<file path="src/rtl/laser_host_if.sv">
`default_nettype none
// ---------------------------------------------------------------------------
// laser_host_if : point/center bus between the host and the LASER engine.
// Rev 1.0
// ---------------------------------------------------------------------------
interface laser_host_if;
  logic       LRST;
  logic [3:0] LX;
  logic [3:0] LY;
  logic [3:0] C1X;
  logic [3:0] C1Y;
  logic [3:0] C2X;
  logic [3:0] C2Y;
  logic       DONE;

  modport master (
    output LRST, LX, LY,
    input  C1X, C1Y, C2X, C2Y, DONE
  );

  modport slave (
    input  LRST, LX, LY,
    output C1X, C1Y, C2X, C2Y, DONE
  );
endinterface
`default_nettype wire

</file>
<file path="src/rtl/laser_host.sv">
`default_nettype none
// ---------------------------------------------------------------------------
// laser_host : buffers an image, streams it to the LASER engine, then scores
//              coverage of the returned two centers.  Rev 1.0
// ---------------------------------------------------------------------------
module laser_host #(
  parameter int NPTS    = 40,
  parameter int RSQ     = 16,
  parameter int TIMEOUT = 200000
) (
  input  logic          CLK,
  input  logic          RST,
  input  logic          LD_VALID,
  input  logic [3:0]    LD_X,
  input  logic [3:0]    LD_Y,
  output logic          LD_READY,
  laser_host_if.master  eng,
  output logic [3:0]    R_C1X,
  output logic [3:0]    R_C1Y,
  output logic [3:0]    R_C2X,
  output logic [3:0]    R_C2Y,
  output logic [5:0]    R_COV,
  output logic          R_ERR,
  output logic          R_VALID,
  output logic          BUSY
);

  localparam int CW = $clog2(NPTS + 1);
  localparam int WW = $clog2(TIMEOUT + 1);
  localparam logic [CW-1:0] LAST_IDX = CW'(NPTS - 1);
  localparam logic [CW-1:0] END_IDX  = CW'(NPTS);
  localparam logic [WW-1:0] TMO_LAST = WW'(TIMEOUT - 1);
  localparam logic [8:0]    RSQ9     = 9'(RSQ);

  typedef enum logic [2:0] {
    S_LOAD   = 3'd0,
    S_SEND   = 3'd1,
    S_WAIT   = 3'd2,
    S_SCORE  = 3'd3,
    S_REPORT = 3'd4
  } state_t;

  state_t        state;
  state_t        state_nx;
  logic [7:0]    pts [NPTS];
  logic [CW-1:0] ldcnt;
  logic [CW-1:0] idx;
  logic [WW-1:0] wcnt;
  logic [5:0]    cov;
  logic [7:0]    cur;
  logic          hit;

  function automatic logic [8:0] dist2(input logic [3:0] ax, input logic [3:0] ay,
                                       input logic [3:0] bx, input logic [3:0] by);
    logic [8:0] dx;
    logic [8:0] dy;
    dx = {5'd0, (ax >= bx) ? (ax - bx) : (bx - ax)};
    dy = {5'd0, (ay >= by) ? (ay - by) : (by - ay)};
    return dx * dx + dy * dy;
  endfunction

  // Scoring uses the centers latched on DONE; the engine outputs are stale by then.
  assign cur = pts[idx];
  assign hit = (dist2(cur[7:4], cur[3:0], R_C1X, R_C1Y) <= RSQ9) ||
               (dist2(cur[7:4], cur[3:0], R_C2X, R_C2Y) <= RSQ9);

  always_ff @(posedge CLK or posedge RST) begin
    if (RST) state <= S_LOAD;
    else     state <= state_nx;
  end

  always_comb begin
    state_nx = state;
    LD_READY = 1'b0;
    BUSY     = 1'b1;
    R_VALID  = 1'b0;
    case (state)
      S_LOAD: begin
        LD_READY = 1'b1;
        BUSY     = 1'b0;
        if (LD_VALID && ldcnt == LAST_IDX) state_nx = S_SEND;
      end
      S_SEND: begin
        if (idx == END_IDX) state_nx = S_WAIT;
      end
      S_WAIT: begin
        if (eng.DONE)              state_nx = S_SCORE;
        else if (wcnt == TMO_LAST) state_nx = S_REPORT;
      end
      S_SCORE: begin
        if (idx == END_IDX) state_nx = S_REPORT;
      end
      S_REPORT: begin
        R_VALID  = 1'b1;
        state_nx = S_LOAD;
      end
      default: state_nx = S_LOAD;
    endcase
  end

  always_ff @(posedge CLK) begin
    if (!RST && state == S_LOAD && LD_VALID) pts[ldcnt] <= {LD_X, LD_Y};
  end

  always_ff @(posedge CLK or posedge RST) begin
    if (RST) begin
      ldcnt    <= '0;
      idx      <= '0;
      wcnt     <= '0;
      cov      <= '0;
      eng.LRST <= 1'b1;
      eng.LX   <= 4'd0;
      eng.LY   <= 4'd0;
      R_C1X    <= 4'd0;
      R_C1Y    <= 4'd0;
      R_C2X    <= 4'd0;
      R_C2Y    <= 4'd0;
      R_COV    <= 6'd0;
      R_ERR    <= 1'b0;
    end else begin
      case (state)
        S_LOAD: begin
          if (LD_VALID) begin
            ldcnt <= ldcnt + 1'b1;
            if (ldcnt == LAST_IDX) begin
              // Point 0 goes out on the same edge; bypass covers NPTS == 1.
              eng.LRST           <= 1'b0;
              {eng.LX, eng.LY}   <= (ldcnt == '0) ? {LD_X, LD_Y} : pts[0];
              idx                <= CW'(1);
            end
          end
        end
        S_SEND: begin
          if (idx == END_IDX) begin
            eng.LX <= 4'd0;
            eng.LY <= 4'd0;
            wcnt   <= '0;
          end else begin
            {eng.LX, eng.LY} <= cur;
            idx              <= idx + 1'b1;
          end
        end
        S_WAIT: begin
          if (eng.DONE) begin
            R_C1X    <= eng.C1X;
            R_C1Y    <= eng.C1Y;
            R_C2X    <= eng.C2X;
            R_C2Y    <= eng.C2Y;
            R_ERR    <= 1'b0;
            eng.LRST <= 1'b1;
            idx      <= '0;
            cov      <= '0;
          end else if (wcnt == TMO_LAST) begin
            R_C1X    <= 4'd0;
            R_C1Y    <= 4'd0;
            R_C2X    <= 4'd0;
            R_C2Y    <= 4'd0;
            R_COV    <= 6'd0;
            R_ERR    <= 1'b1;
            eng.LRST <= 1'b1;
          end else begin
            wcnt <= wcnt + 1'b1;
          end
        end
        S_SCORE: begin
          if (idx == END_IDX) begin
            R_COV <= cov;
          end else begin
            if (hit && cov != 6'h3F) cov <= cov + 1'b1;
            idx <= idx + 1'b1;
          end
        end
        S_REPORT: begin
          ldcnt <= '0;
          idx   <= '0;
        end
        default: ;
      endcase
    end
  end

endmodule
`default_nettype wire

</file>
<file path="src/flat_wrapper.sv">
// flat-port wrapper written by rule: the top's interface ports become plain ports
module laser_host_flat 
#(
  parameter int NPTS    = 40,
  parameter int RSQ     = 16,
  parameter int TIMEOUT = 200000
)
  (CLK, RST, LD_VALID, LD_X, LD_Y, LD_READY, R_C1X, R_C1Y, R_C2X, R_C2Y, R_COV, R_ERR, R_VALID, BUSY, eng_LRST, eng_LX, eng_LY, eng_C1X, eng_C1Y, eng_C2X, eng_C2Y, eng_DONE);
  laser_host_if eng_i ();
  input  logic CLK;
  input  logic RST;
  input  logic LD_VALID;
  input  logic [3:0] LD_X;
  input  logic [3:0] LD_Y;
  output logic LD_READY;
  output logic [3:0] R_C1X;
  output logic [3:0] R_C1Y;
  output logic [3:0] R_C2X;
  output logic [3:0] R_C2Y;
  output logic [5:0] R_COV;
  output logic R_ERR;
  output logic R_VALID;
  output logic BUSY;
  output wire logic [$bits(eng_i.LRST)-1:0] eng_LRST;
  output wire logic [$bits(eng_i.LX)-1:0] eng_LX;
  output wire logic [$bits(eng_i.LY)-1:0] eng_LY;
  input wire logic [$bits(eng_i.C1X)-1:0] eng_C1X;
  input wire logic [$bits(eng_i.C1Y)-1:0] eng_C1Y;
  input wire logic [$bits(eng_i.C2X)-1:0] eng_C2X;
  input wire logic [$bits(eng_i.C2Y)-1:0] eng_C2Y;
  input wire logic [$bits(eng_i.DONE)-1:0] eng_DONE;
  assign eng_LRST = eng_i.LRST;
  assign eng_LX = eng_i.LX;
  assign eng_LY = eng_i.LY;
  assign eng_i.C1X = eng_C1X;
  assign eng_i.C1Y = eng_C1Y;
  assign eng_i.C2X = eng_C2X;
  assign eng_i.C2Y = eng_C2Y;
  assign eng_i.DONE = eng_DONE;
  laser_host #(.NPTS(NPTS), .RSQ(RSQ), .TIMEOUT(TIMEOUT)) u_core (.CLK(CLK), .RST(RST), .LD_VALID(LD_VALID), .LD_X(LD_X), .LD_Y(LD_Y), .LD_READY(LD_READY), .eng(eng_i), .R_C1X(R_C1X), .R_C1Y(R_C1Y), .R_C2X(R_C2X), .R_C2Y(R_C2Y), .R_COV(R_COV), .R_ERR(R_ERR), .R_VALID(R_VALID), .BUSY(BUSY));
endmodule
</file>
<file path="config.mk">
export PLATFORM = sky130hd
export DESIGN_NAME = laser_host_flat
export DESIGN_NICKNAME = d
export VERILOG_FILES = /design/src/rtl/laser_host_if.sv /design/src/rtl/laser_host.sv /design/src/flat_wrapper.sv
export SDC_FILE = /design/constraint.sdc
export NUM_CORES = 1
export LEC_CHECK = 0
export CAP_MARGIN = 20
export CORE_ASPECT_RATIO = 0.6
export CORE_UTILIZATION = 46
export DETAILED_ROUTE_END_ITERATION = 8
export MAX_ROUTING_LAYER = met4
export SETUP_SLACK_MARGIN = 0.3
export SLEW_MARGIN = 20
export SYNTH_ARGS = -nofsm -noshare
export SYNTH_HDL_FRONTEND = slang
export SYNTH_SLANG_ARGS = --single-unit
</file>
<file path="constraint.sdc">
create_clock -name CLK -period 16.6 [get_ports CLK]
set_input_delay 1.66 -clock CLK [delete_from_list [all_inputs] [get_ports CLK]]
set_output_delay 1.66 -clock CLK [all_outputs]
set_load 0.1 [all_outputs]
</file>
==> results of run 1 <==
-- cells in the mapped netlist, types with 9 or more instances --
master,instances,share of area
nor3_1,9,0.0024
mux4_2,56,0.067
ha_1,68,0.045
nand2_1,76,0.015
o21ai_0,10,0.0027
buf_2,17,0.0045
dfrtp_1,70,0.094
buf_4,11,0.0044
a21o_1,20,0.0080
nand3_1,25,0.0067
edfxtp_1,320,0.51
clkbuf_1,18,0.0036
o31ai_1,17,0.0068
xnor2_1,9,0.0042
nor2b_1,10,0.0033
mux2i_1,83,0.044
a22oi_1,25,0.010
inv_1,79,0.016
xor2_1,21,0.0098
a21oi_1,35,0.0094
and3_1,16,0.0053
fa_1,30,0.032
nand4_1,12,0.0040
nand2b_1,10,0.0033
nor2_1,117,0.023
-- final timing paths --
check / from / to / slack, ns
worst max-delay path: u_core.idx[1]$_DFFE_PP0P_ / u_core.cov[0]$_DFFE_PP0P_ / 6.75
worst min-delay path: u_core.R_COV[5]$_DFFE_PP0P_ / u_core.R_COV[5]$_DFFE_PP0P_ / 0.49
worst max register to register: u_core.idx[1]$_DFFE_PP0P_ / u_core.cov[0]$_DFFE_PP0P_ / 6.75
worst min register to register: u_core.R_COV[5]$_DFFE_PP0P_ / u_core.R_COV[5]$_DFFE_PP0P_ / 0.49
max in group asynchronous: RST / u_core.idx[1]$_DFFE_PP0P_ / 14.27
min in group asynchronous: RST / u_core.ldcnt[5]$_DFFE_PP0P_ / 1.66
-- cells by family (layout without fill, tap and decap cells) --
logic type      Yosys count  after routing  synth area share
flops                   391            391             0.608
simple gates            328            328            0.0856
compound gates          165            165            0.0615
mux                     154            154             0.121
buf+inv                 133            224            0.0320
fa+ha+maj                98             98            0.0776
xor+xnor                 30             30            0.0140
-- state kept, by name, summed over array words and instances (netlist names), 3 cells and up --
name,cells
u_core.cov,6
u_core.eng.LY,4
u_core.eng.LX,4
u_core.R_C2X,4
u_core.R_C1Y,4
u_core.R_COV,6
u_core.wcnt,18
u_core.state,3
u_core.pts,320
u_core.idx,6
u_core.ldcnt,6
u_core.R_C2Y,4
u_core.R_C1X,4
-- cell usage in the layout (no fill, tap or decap), types with 30 or more instances in the layout --
cell type	count
clkbuf_16	37
nor2_1	117
dfrtp_1	67
edfxtp_1	320
nand2_1	76
mux4_2	56
mux2i_1	83
a21oi_1	35
inv_1	78
fa_1	30
clkdlybuf4s50_1	62
ha_1	68
-- layer usage --
layer,vias to the layer above,GRT usage,wire [um]
li1,5004,-,-
met1,5682,0.373,23300
met2,390,0.301,18100
met3,51,0.0579,4170
met4,0,0.0345,484
met5,-,-,0
-- layout make-up --
type / count / area share
well taps: 522 / 0.0312
repair buffers: 77 / 0.0352
flip-flops and latches: 391 / 0.544
multi-input cells: 775 / 0.322
clock buffers: 47 / 0.0465
inverters: 80 / 0.0144
clock inverters: 20 / 0.00687
-- per-stage QoR --
step	worst slack (ns)	cell area (um^2)	util	instances	hold WS (ns)
2_1_floorplan	8.84	18700	-	1299	0.450
5_1_grt	6.27	20900	0.529	1912	0.521
3_3_place_gp	7.10	19800	0.501	1845	0.473
6_report	6.75	20900	0.529	1912	0.491
3_5_place_dp	6.85	19800	0.501	1845	0.482
4_1_cts	6.75	20900	0.529	1912	0.496
-- worst max-delay path, delay by kind of cell (launching register included) --
kind	cells	cell delay [ns]
XOR/XNOR	1	0.18
AO/OA/AOI/OAI	8	1.95
AND/OR/NAND/NOR	4	1.22
adder cells (fa/ha/maj)	8	3.40
buffers and inverters	4	0.93
multiplexers	3	0.98
flip-flops	1	1.05
==> impl_metrics.csv, run 1 <==
group,metric,value,unit
clocking,h-tree-depth,2,
min_path,hold-path-cell-count,1,
placement,dp_hpwl,31300,um
setup_path,cpMostUsedCell,"fa_1",
clocking,cts_tree,"done",
yosys,syn_area_per_cell,14.4,um^2
routing,first_iter_violations,1130,
routing,route.vias.total,11100,
layout,drive_above_1_share,0.120,
sta,tns,0,ns
sta,rsz0062_at_grt,"false",
clocking,root_buffer,"clkbuf_16",
sta,skew,0.0172,ns
setup_path,r2r_cells,28,
setup_path,cp_max_fo,59,
floorplanning,num_rows,56,
global_routing,grt_pass1_wl,69700,um
yosys,syn_area,18700,um^2
clocking,cts_setup_buffers,0,
floorplanning,core-area,39600,um^2
sta,finalSetupViolCount,0,
setup_path,required,17.01,ns
routing,drc,0,
yosys,syn-num-nets,1425,
yosys,syn_inst,1299,
global_routing,grt_overflow_total,0,
global_routing,gr-usage-all-layers,0.235,
setup_path,cp-end-kind,"flip-flop",
sta,min_period,9.85,ns
placement,numPortBuffers,62,
global_routing,grt_pass1_vias,10700,
setup_path,path_class,"reg -> reg",
clocking,cts_buffers,37,
placement,globalplace.congestion,0.924,
floorplanning,die_w,262,um
clocking,clk_pin_slew_worst_paths,0.07,ns
clocking,cts.path.max_buffers,3,
outcome,outcome,"completed",
run,cap_violations,0,
yosys,ys_seq_elements,391,
routing,post_drt_wl_per_cell,24.1,um
sta,worst_pin_slew,1.12,ns
layout,nets,1488,
sta,hold_viol,0,
layout,multi_input_area,6730,um^2
layout,ff_latch_area,11400,um^2
sta,fmax,0.101,GHz
yosys,ys_types,77,
layout,n_fill_cell,3252,
clocking,cts_sinks,391,
setup_path,critPathSlowestCell,"dfrtp_4",
sta,max_slew_margin,0.251,
min_path,hold_path.class,"reg -> reg",
floorplanning,fp.dieH,158,um
sta,timing.final.crit_share,0.594,
floorplanning,start_util,0.473,
yosys,synth-edff-count,320,
global_routing,grt_max_degree,72,
yosys,ys_warn_count,0,
routing,drtPass1Iterations,5,
setup_path,critPathArrivalTime,10.27,ns
setup_path,slowest_delay,1.05,ns
clocking,insertion_delay,0.54,ns
yosys,synth_flop_cell,"edfxtp_1",
layout,antenna_cells,0,
layout,area_growth,11.9,%
yosys,async_reset_ff_frac,0.182,
routing,wl,46000,um
floorplanning,io_pins,63,
clocking,post_cts_resized,0,
global_routing,antenna_found_initial,0,
sta,timing.final.max_slew_violations,0,
routing,ant_nets,0,
routing,routed_via_density,5.82,
floorplanning,fp.dieArea,41500,um^2
clocking,cts_hold_buffers,0,
yosys,yosysSeqAreaShare,0.608,
setup_path,startpoint_type,"flip-flop",
Power of run 1 is left out: the tool's default activity adds up to more than one toggle a clock period on the data nets, which glitch-free logic cannot reach.
==> run 2, diff against run 1 <==
Settings changed: PLACE_DENSITY from default to 0.65.
Clock period 16.6 ns to 8.55 ns, I/O delays scaled along.
==> run 2 against run 1 <==
Against the previous run:
- count of clock-buffer cells in the layout did not move
- utilization rose by 1.7 points
- design area rose by 3.2%
- global-route usage fell by 0.64 points
- non-clock buffer count rose by 34
- clock skew rose by 0.0018 ns
- cell count rose by 1.8%
- setup slack got worse by 6.2 ns
- via count rose by 1.7%
- fmax rose by 23%
- highest routed layer unchanged
==> impl_metrics.csv, run 2 (same netlist as run 1, synthesis figures left out) <==
group,metric,value,unit
floorplanning,fp.dieArea,41500,um^2
layout,top_regs,"u_core.pts x320, u_core.wcnt x18",
global_routing,gr-usage-all-layers,0.228,
setup_path,critPathSlowestCell,"fa_1",
floorplanning,start_util,0.473,
placement,dp_hpwl,31600,um
layout,nets,1522,
clocking,h-tree-depth,2,
layout,antenna_cells,0,
global_routing,grt_overflow_total,0,
routing,ant_nets,0,
sta,max_slew_margin,0.251,
setup_path,critPathArrivalTime,8.42,ns
layout,drive_above_1_share,0.162,
floorplanning,die_w,262,um
global_routing,antenna_found_initial,0,
outcome,outcome,"completed",
floorplanning,io_pins,63,
layout,final_cells,1946,
layout,area_growth,15.5,%
layout,layout_common_cells,"edfxtp_1 (320), nor2_1 (117), inv_1 (78), mux2i_1 (78), nand2_1 (74)",
clocking,cts_tree,"done",
setup_path,cpMostUsedCell,"fa_1",
setup_path,path_class,"reg -> reg",
sta,worst_pin_slew,1.12,ns
sta,hold_ws,0.490,ns
clocking,cts.path.max_buffers,3,
sta,rsz0062_at_grt,"false",
routing,routed_via_density,5.82,
clocking,cts_sinks,391,
placement,numPortBuffers,62,
sta,timing.final.max_slew_violations,0,
routing,post_drt_wl_per_cell,23.7,um
sta,min_period,8.00,ns
clocking,cts_hold_buffers,0,
clocking,clk_pin_slew_worst_paths,0.07,ns
setup_path,cp-end-kind,"flip-flop",
setup_path,reg2reg_slack,0.55,ns
layout,largest_reg_flops,320,
sta,finalSetupViolCount,0,
routing,route.vias.total,11300,
placement,dp.cells,1860,
sta,tns,0,ns
layout,layout.cells.most_common,"edfxtp_1",
floorplanning,core-area,39600,um^2
sta,fmax,0.125,GHz
routing,drtPass1Iterations,5,
setup_path,required,8.97,ns
clocking,cts_buffers,37,
setup_path,slowest_delay,0.55,ns
placement,dp_slack,0.150,ns
run,cap_violations,0,
sta,hold_viol,0,
floorplanning,fp.dieH,158,um
min_path,hold_path.class,"reg -> reg",
routing,drc,0,
clocking,root_buffer,"clkbuf_16",
setup_path,startpoint_type,"flip-flop",
global_routing,grt_pass1_vias,10600,
sta,timing.final.crit_share,0.935,
floorplanning,num_rows,56,
sta,layout_setup_ws,0.555,ns
placement,globalplace.congestion,0.938,
global_routing,grt_max_degree,73,
layout,largest-register,"u_core.pts",
routing,wl,46100,um
routing,first_iter_violations,1390,
clocking,insertion_delay,0.54,ns
global_routing,grt_pass1_wl,68000,um
setup_path,cp_max_fo,12,
sta,skew,0.0189,ns
==> run 2: area by class of cell <==
cell class	instances	area, um^2
multi-input cells	775	6890
repair buffers	111	1120
well taps	522	653
clock inverters	20	241
fillers	3163	18000
inverters	80	302
clock buffers	47	1020
flip-flops and latches	391	11400
==> run 2: path summary, 6_finish.rpt <==
check | start | end | depth (start not counted)
min in group asynchronous | RST | u_core.ldcnt[5]$_DFFE_PP0P_ | 3
max in group asynchronous | RST | u_core.idx[1]$_DFFE_PP0P_ | 3
setup / recovery | u_core.idx[0]$_DFFE_PP0P_ | u_core.cov[0]$_DFFE_PP0P_ | 29
hold reg to reg | u_core.R_COV[2]$_DFFE_PP0P_ | u_core.R_COV[2]$_DFFE_PP0P_ | 1
hold / removal | u_core.R_COV[2]$_DFFE_PP0P_ | u_core.R_COV[2]$_DFFE_PP0P_ | 1
setup reg to reg | u_core.idx[0]$_DFFE_PP0P_ | u_core.cov[0]$_DFFE_PP0P_ | 29
==> run 2: stage by stage <==
step	utilization	area, um^2
after detailed placement	0.505	20000
after CTS	0.538	21300
after floorplan	-	18700
final	0.546	21600
after global routing	0.546	21600
after global placement	0.505	20000
==> run 2: per-layer routing <==
layer  wire length (um)  GRT usage  vias up
li1                   -          -     5068
met1              22400      0.360     5725
met2              18600      0.294      471
met3               4510     0.0557       52
met4                564     0.0395        0
met5                  0          -        -
==> run 2: what timing repair did <==
item,in CTS,in global routing
gates cloned,0,2
endpoints found under the setup margin,6,6
pin swaps,1,15
setup buffers,3,13
gates resized for setup,4,35
==> run 2: worst max-delay path, delay by kind of cell (launching register included) <==
family	cells	cell delay, ns
AO/OA/AOI/OAI	6	1.01
XOR/XNOR	1	0.14
adder cells (fa/ha/maj)	8	3.32
buffers and inverters	6	0.68
flip-flops	1	0.49
multiplexers	3	1.15
AND/OR/NAND/NOR	5	1.08
Power of run 2 is left out for the same reason.
==> run 3, diff against run 2 <==
Settings changed: SETUP_SLACK_MARGIN 0.3 to default.
==> run 3 against run 2 <==
Against the previous run:
- first-iteration DRC count fell by 6.6%
- critical path depth increased by 1
- cell count fell by 0.57%
- flip-flop and latch count stayed put
- via count is 0.79% lower
- sequential share of layout area rose by 0.63 points
- count of clock-buffer cells in the layout unchanged
- design area is 1.2% lower
- die area stayed put
- critical endpoint unchanged
==> impl_metrics.csv, run 3 (same netlist as run 1, synthesis figures left out) <==
group,metric,value,unit
global_routing,grt_pass1_vias,10500,
sta,layout_setup_ws,0.383,ns
sta,finalSetupViolCount,0,
layout,drive_above_1_share,0.142,
routing,route.vias.total,11200,
global_routing,grt_max_degree,73,
global_routing,grt_pass1_wl,67900,um
min_path,hold-path-cell-count,1,
setup_path,startpoint_type,"flip-flop",
clocking,cts_sinks,391,
sta,hold_viol,0,
routing,wl,45300,um
setup_path,worstReg2RegEnd,"u_core.cov[0]$_DFFE_PP0P_",
floorplanning,core-area,39600,um^2
layout,largest-register,"u_core.pts",
layout,largest_reg_flops,320,
routing,drtPass1Iterations,5,
setup_path,critPathArrivalTime,8.59,ns
clocking,cts_buffers,37,
setup_path,cp_max_fo,10,
floorplanning,die_w,262,um
floorplanning,num_rows,56,
setup_path,cpLargestDelayFamily,"adder cells",
outcome,outcome,"completed",
clocking,cts_hold_buffers,0,
global_routing,met3_usage,0.0557,
clocking,root_buffer,"clkbuf_16",
routing,post_drt_wl_per_cell,23.4,um
layout,stdcell_area,21400,um^2
clocking,cts.path.max_buffers,3,
placement,dpl_cell_area,20000,um^2
floorplanning,io_pins,63,
setup_path,cpMostUsedCell,"fa_1",
global_routing,gr-usage-all-layers,0.228,
sta,timing.final.crit_share,0.955,
global_routing,use_met1,0.359,
setup_path,cp-end-kind,"flip-flop",
layout,nets,1511,
placement,dp_hpwl,31600,um
floorplanning,start_util,0.473,
layout,layout_common_cells,"edfxtp_1 (320), nor2_1 (116), mux2i_1 (83)",
floorplanning,fp.dieH,158,um
global_routing,antenna_found_initial,0,
layout,fin_util,0.540,
global_routing,grtUsageMet2,0.294,
setup_path,required,8.97,ns
placement,globalplace.congestion,0.938,
global_routing,grt_overflow_total,0,
placement,dp_slack,0.150,ns
sta,worst_pin_slew,1.11,ns
sta,min_period,8.17,ns
routing,drc,0,
setup_path,slowest_delay,0.56,ns
global_routing,grt_busiest_layer,"met1",
setup_path,critical_path_buf_inv_count,5,
setup_path,path_class,"reg -> reg",
routing,first_iter_violations,1298,
clocking,cts_tree,"done",
layout,area_growth,14.1,%
setup_path,r2r-start,"u_core.idx[0]$_DFFE_PP0P_",
routing,routed_via_density,5.80,
clocking,insertion_delay,0.54,ns
clocking,h-tree-depth,2,
layout,top_regs,"u_core.pts x320, u_core.wcnt x18",
min_path,holdCritStartpoint,"u_core.R_COV[2]$_DFFE_PP0P_",
sta,timing.final.max_slew_violations,0,
setup_path,r2r_cells,30,
min_path,min_to,"u_core.R_COV[2]$_DFFE_PP0P_",
min_path,hold_path.class,"reg -> reg",
layout,layout.cells.most_common,"edfxtp_1",
placement,numPortBuffers,62,
routing,ant_nets,0,
floorplanning,fp.dieArea,41500,um^2
setup_path,critPathSlowestCell,"fa_1",
setup_path,reg2reg_slack,0.38,ns
sta,max_slew_margin,0.259,
sta,fmax,0.122,GHz
sta,skew,0.0203,ns
layout,antenna_cells,0,
clocking,clk_pin_slew_worst_paths,0.07,ns
run,cap_violations,0,
==> run 3: cell type report <==
class	instances	area, um^2
repair buffers	100	976
clock inverters	20	241
flip-flops and latches	391	11400
inverters	80	302
fillers	3183	18200
multi-input cells	775	6780
clock buffers	47	1020
well taps	522	653
==> run 3: metal layers <==
layer,part of all wire,up-vias
met4,0.013,0
met3,0.091,53
li1,-,5050
met1,0.50,5684
met5,0,-
met2,0.40,440
==> run 3: worst max-delay path by stage <==
stage,from,end,slack (ns),cells after the start
floorplan,u_core.idx[0]$_DFFE_PP0P_,u_core.cov[0]$_DFFE_PP0P_,0.79,30
global placement,u_core.idx[0]$_DFFE_PP0P_,u_core.cov[0]$_DFFE_PP0P_,0.25,29
detailed placement,u_core.idx[0]$_DFFE_PP0P_,u_core.cov[0]$_DFFE_PP0P_,0.15,27
CTS,u_core.idx[0]$_DFFE_PP0P_,u_core.cov[0]$_DFFE_PP0P_,0.09,27
global route,u_core.idx[0]$_DFFE_PP0P_,u_core.cov[0]$_DFFE_PP0P_,-0.0009,30
finish,u_core.idx[0]$_DFFE_PP0P_,u_core.cov[0]$_DFFE_PP0P_,0.38,30
==> run 3: timing repair <==
action | in CTS | in global routing
setup endpoints to repair | 0 | 6
gates resized for setup | 0 | 9
buffers inserted | 0 | 7
==> run 3: stage by stage <==
stage | setup TNS (ns) | hold WS [ns] | instances
after CTS | 0 | 0.495 | 1927
final | 0 | 0.489 | 1935
after global placement | 0 | 0.476 | 1860
after global routing | -0.000880 | 0.518 | 1935
after detailed placement | 0 | 0.481 | 1860
after floorplan | 0 | 0.450 | 1299
Power of run 3 is left out for the same reason.
